$ cat config.mk
export PLATFORM = sky130hd
export DESIGN_NAME = alu_flags_reg
export DESIGN_NICKNAME = d
export VERILOG_FILES = /design/src/rtl/alu_flags_reg.sv
export SDC_FILE = /design/constraint.sdc
export NUM_CORES = 1
export LEC_CHECK = 0
export CAP_MARGIN = 20
export CORE_ASPECT_RATIO = 1.75
export CORE_MARGIN = 4
export CORE_UTILIZATION = 33
export CTS_CLUSTER_SIZE = 14
export DETAILED_ROUTE_END_ITERATION = 6
export GPL_TIMING_DRIVEN = 0
export PLACE_DENSITY = 0.79
export SLEW_MARGIN = 20
export SYNTH_ARGS = -nofsm -noshare
export SYNTH_HDL_FRONTEND = slang
export SYNTH_SLANG_ARGS = --single-unit
$ cat constraint.sdc
create_clock -name clk -period 2.5 [get_ports clk]
set_clock_uncertainty 0.1 [all_clocks]
set_input_delay 0.75 -clock clk [delete_from_list [all_inputs] [get_ports clk]]
set_output_delay 0.75 -clock clk [all_outputs]
set_load 0.1 [all_outputs]
$ cat src/rtl/alu_flags_reg.sv
// Registered ALU condition flags (C/N/Z/V) with a sticky overflow flag, a
// saturating overflow-event counter and a condition-code evaluator.
module alu_flags_reg #(
    parameter int WIDTH         = 32,
    parameter int CNT_W         = 8,
    parameter bit LOGIC_KEEP_CV = 1'b0
) (
    input  logic             clk,
    input  logic             reset,
    input  logic             in_valid,
    input  logic [2:0]       op,
    input  logic [WIDTH-1:0] result,
    input  logic             co_add,
    input  logic             co_prev_add,
    input  logic             co_sub,
    input  logic             co_prev_sub,
    input  logic             flag_we,
    input  logic             sv_clr,
    input  logic [3:0]       cond,
    output logic             c,
    output logic             n,
    output logic             z,
    output logic             v,
    output logic             sv,
    output logic [CNT_W-1:0] ovf_cnt,
    output logic             out_valid,
    output logic             cond_true
);

    localparam logic [2:0] OP_ADD = 3'b110;
    localparam logic [2:0] OP_SUB = 3'b111;

    typedef enum logic [3:0] {
        CC_EQ, CC_NE, CC_CS, CC_CC, CC_MI, CC_PL, CC_VS, CC_VC,
        CC_HI, CC_LS, CC_GE, CC_LT, CC_GT, CC_LE, CC_AL, CC_NV
    } cond_e;

    logic nc, nn, nz, nv;
    logic is_arith;
    logic load;
    logic ovf_event;

    // NOTE: every always_comb output gets a default first, so no latch can be inferred.
    always_comb begin
        nn       = result[WIDTH-1];
        nz       = (result == '0);
        nc       = LOGIC_KEEP_CV ? c : 1'b0;
        nv       = LOGIC_KEEP_CV ? v : 1'b0;
        is_arith = 1'b0;
        case (op)
            OP_ADD: begin
                nc       = co_add;
                nv       = co_add ^ co_prev_add;
                is_arith = 1'b1;
            end
            OP_SUB: begin
                nc       = co_sub;
                nv       = co_sub ^ co_prev_sub;
                is_arith = 1'b1;
            end
            default: ;
        endcase
    end

    assign load      = in_valid & flag_we;
    assign ovf_event = load & is_arith & nv;

    // NOTE: non-blocking assignments so every register samples pre-edge values.
    always_ff @(posedge clk) begin
        if (reset) begin
            c         <= 1'b0;
            n         <= 1'b0;
            z         <= 1'b1;
            v         <= 1'b0;
            sv        <= 1'b0;
            ovf_cnt   <= '0;
            out_valid <= 1'b0;
        end else begin
            out_valid <= in_valid;
            if (load) begin
                c <= nc;
                n <= nn;
                z <= nz;
                v <= nv;
            end
            // An overflow event outranks a simultaneous clear: count restarts at 1.
            if (ovf_event) begin
                sv <= 1'b1;
                if (sv_clr)
                    ovf_cnt <= CNT_W'(1);
                else if (ovf_cnt != '1)
                    ovf_cnt <= ovf_cnt + CNT_W'(1);
            end else if (sv_clr) begin
                sv      <= 1'b0;
                ovf_cnt <= '0;
            end
        end
    end

    always_comb begin
        cond_true = 1'b0;
        case (cond_e'(cond))
            CC_EQ: cond_true = z;
            CC_NE: cond_true = ~z;
            CC_CS: cond_true = c;
            CC_CC: cond_true = ~c;
            CC_MI: cond_true = n;
            CC_PL: cond_true = ~n;
            CC_VS: cond_true = v;
            CC_VC: cond_true = ~v;
            CC_HI: cond_true = c & ~z;
            CC_LS: cond_true = ~c | z;
            CC_GE: cond_true = (n == v);
            CC_LT: cond_true = (n != v);
            CC_GT: cond_true = ~z & (n == v);
            CC_LE: cond_true = z | (n != v);
            CC_AL: cond_true = 1'b1;
            CC_NV: cond_true = 1'b0;
            default: cond_true = 1'b0;
        endcase
    end

endmodule

==> results.py, run 1 <==
metrics = {
    "worst_setup_path": {
        "ff2ff_path_depth": 5,
        "timing.critical_path.depth": 6,
        "critPathMaxFanout": 2,
        "crit_end": "cond_true",
        "cp_slowest_cell": "mux4_2",
        "reg2reg_to": "ovf_cnt[3]",
        "cp_num_buf_inv": 2,
        "reg2reg_from": "ovf_cnt[0]",
        "r2r_slack_ps": 510,
        "cp_top_family": "multiplexers",
        "end_kind": "primary output",
        "worstPathCellList": "buf_8 -> mux4_2 -> nor2_2 -> a21oi_2 -> xor2_4 -> buf_12",
        "arrival_ps": 1860,
        "startpoint_type": "input port",
        "slowest_delay_ps": 490,
        "worstSetupPathType": "in2out",
        "worstPathRequired_ps": 1650,
        "crit_start": "cond[2]",
    },
    "clock_tree": {
        "clock_latency_ps": 240,
        "h-tree-depth": 1,
        "clock-sinks": 14,
        "path_clk_slew_ps": 60,
        "cts_buffers": 3,
        "cts_max_path_buffers": 2,
        "cts_tree": "done",
        "root_buffer": "clkbuf_8",
    },
    "routing": {
        "drtAntennaViolNets": 0,
        "drt-vias-per-instance": 5.602,
        "routed_wl_um": 3191,
        "wl_per_cell_um": 16.71,
        "drt_first_pass_iters": 4,
        "drc": 0,
        "vias": 1070,
        "drt_iter0_drc": 20,
    },
    "floorplanning": {
        "row_count": 23,
        "coreArea_um2": 2360,
        "initial_core_util_pct": 35.15,
        "dieArea_um2": 3412,
        "die_y_um": 74.33,
        "boundaryPins": 63,
        "fp.dieW_um": 45.90,
    },
    "timing": {
        "relSlewSlack_pct": 33.30,
        "period_share_pct": 108.4,
        "worst_slack_ps": -209.3,
        "setup_tns_ps": -289.4,
        "tightestPinTransition_ps": 1004,
        "slew_violations": 0,
        "finalCriticalPeriod_ps": 2709,
        "fmax_ghz": 0.3691,
        "setup_viol": 2,
        "rsz0062_at_grt": "yes",
        "hold_viol": 0,
    },
    "outcome": {
        "outcome": "complete, but fails checks",
        "violations": "setup timing",
    },
    "global_route": {
        "grt-ovfl-total": 0,
        "grt.total_usage_pct": 17.54,
        "antenna_found_initial": 0,
        "grt_max_degree": 10,
        "first_global_vias": 1011,
        "grt_pass1_wl_um": 4491,
    },
    "layout": {
        "area_delta_synth_final_pct": 89.14,
        "fin_nets": 216,
        "n_fill_cell": 204,
        "antenna_cells": 0,
        "drive_above_1_share_pct": 12.65,
    },
    "logic_synthesis": {
        "yosysMostFrequentCell": "dfxtp_1",
        "ys_seq_area_share_pct": 33.79,
        "synth_edf_count": 0,
        "synthTopCellsByArea": "dfxtp_1, a21oi_1, nor4_1",
        "ys_ff_latch": 14,
        "synth_top_area_cell": "dfxtp_1",
        "syn_area_per_cell_um2": 8.295,
        "synth_nets": 149,
        "yosysWarnings": 0,
        "synthDistinctLibCells": 32,
        "syn_area_um2": 829.5,
        "netlist_instances": 100,
        "synth_top_area_share_pct": 33.79,
        "synth_common_cells": "dfxtp_1, a21oi_1, nor4_1",
        "ys.flop_type": "dfxtp_1",
        "synthArstFlopShare_pct": 0,
    },
    "placed_design": {
        "hpwl_um": 2584,
        "globalplace.congestion": 0.8523,
        "port_buffers": 61,
    },
    "job": {
        "maxCapViolations": 0,
    },
    "power": {
        "powerDensity_nw_per_um2": 413.0,
        "ir_worst_vdd_mv": 0.2778,
        "total_power_mw": 0.6479,
        "p_leak_nw": 0.6021,
    },
    "min_path": {
        "hold_path_class": "reg2reg",
    },
}
==> placed cells by master (no fill, tap or decap), drive strengths merged <==
master and count:
a211oi 1, a21boi 1, a21o 1, a21oi 13
a31o 1, a31oi 2, and3 2, and4 1
buf 3, clkbuf 7, clkdlybuf4s15 1, clkdlybuf4s50 44
dfxtp 14, dlygate4sd2 12, dlymetal6s2s 1, ha 1
mux2 1, mux2i 2, mux4 1, nand2 7
nand2b 1, nand3 6, nand4 6, nor2 7
nor2b 2, nor3b 1, nor4 8, nor4b 1
o211ai 1, o21ai 2, o21ba 1, o22ai 1
o31ai 4, or2 1, or4 3, xnor2 4
xor2 1
==> layout make-up <==
| type | instances | area [µm²] | area share [%] |
|---|---|---|---|
| Tap cell | 25 | 31.28 | 1.994 |
| Buffer | 2 | 7.507 | 0.4785 |
| Multi-Input combinational cell | 84 | 574.3 | 36.60 |
| Clock buffer | 4 | 55.05 | 3.509 |
| Timing Repair Buffer | 62 | 615.6 | 39.23 |
| Sequential cell | 14 | 285.3 | 18.18 |
==> worst min-delay path: stages, from the launching register on <==
cell	delay [ps]
dfxtp_2	330
nand2_1	50
a21oi_1	50
==> per-stage QoR <==
stage          hold slack [ps]  area, µm²  util, %  worst slack, ps  instances
6_report                 378.7       1569    66.49           -209.3        191
5_1_grt                  411.2       1569    66.49           -240.9        191
4_1_cts                  377.6       1563    66.22           -260.9        191
3_5_place_dp             370.7       1495    63.36            -1659        186
3_3_place_gp             359.2       1495    63.36            -1619        186
2_1_floorplan            596.1      853.3        -           -339.0        100
==> cell families after synthesis <==
kind of cell               after synthesis  share of synthesized area [%]
AOI/OAI and AO/OA                       28                          20.82
xor gates and xnor gates                 5                          5.279
adders and majority gates                1                          1.508
buffers and inverters                    2                         0.9053
DFF                                     14                          33.79
muxes                                    4                          6.938
and+or+nand+nor                         46                          30.77
==> worst min path at each step <==
stage | end | startpoint | depth (start not counted)
floorplan | v | v | 2
global route | v | v | 2
CTS | n | n | 2
global placement | sv | sv | 2
finish | n | n | 2
detailed placement | n | n | 2
==> per-layer routing <==
| metal | vias up | GRT usage, % | part of all wire (%) |
|---|---|---|---|
| li1 | 523 | - | - |
| met1 | 512 | 17.94 | 34 |
| met2 | 27 | 34.36 | 62 |
| met3 | 8 | 0.9685 | 2.0 |
| met4 | 0 | 6.962 | 2.2 |
| met5 | - | 0 | 0 |
==> flip-flops by register name (all words and copies together), names as in the netlist <==
signal     cells
n              1
v              1
sv             1
z              1
ovf_cnt        8
c              1
out_valid      1
==> power by group <==
part	total, mW	internal, mW	switching (mW)	leakage, nW
logic	0.202	0.101	0.100	0.459
registers	0.231	0.228	0.00317	0.115
clock network	0.215	0.139	0.0762	0.0288
total	0.648	0.468	0.180	0.602
==> what timing repair did <==
item / in CTS / in global routing
pin swaps: 4 / 4
hold buffers: 0 / 0
setup buffers: 1 / 0
resized for setup: 33 / 4
setup endpoints to repair: 15 / 3
No activity file was read; power rests on OpenSTA's default activity.
==> run 2: changes to the inputs <==
--- a/config.mk
+++ b/config.mk
@@ -9,6 +9,7 @@
 export CORE_ASPECT_RATIO = 1.75
 export CORE_MARGIN = 4
 export CORE_UTILIZATION = 33
+export CTS_CLUSTER_DIAMETER = 80
 export CTS_CLUSTER_SIZE = 14
 export DETAILED_ROUTE_END_ITERATION = 6
 export GPL_TIMING_DRIVEN = 0
==> results of run 2 <==
Same layout as run 1: the final DEF is identical, and so are final timing and power.
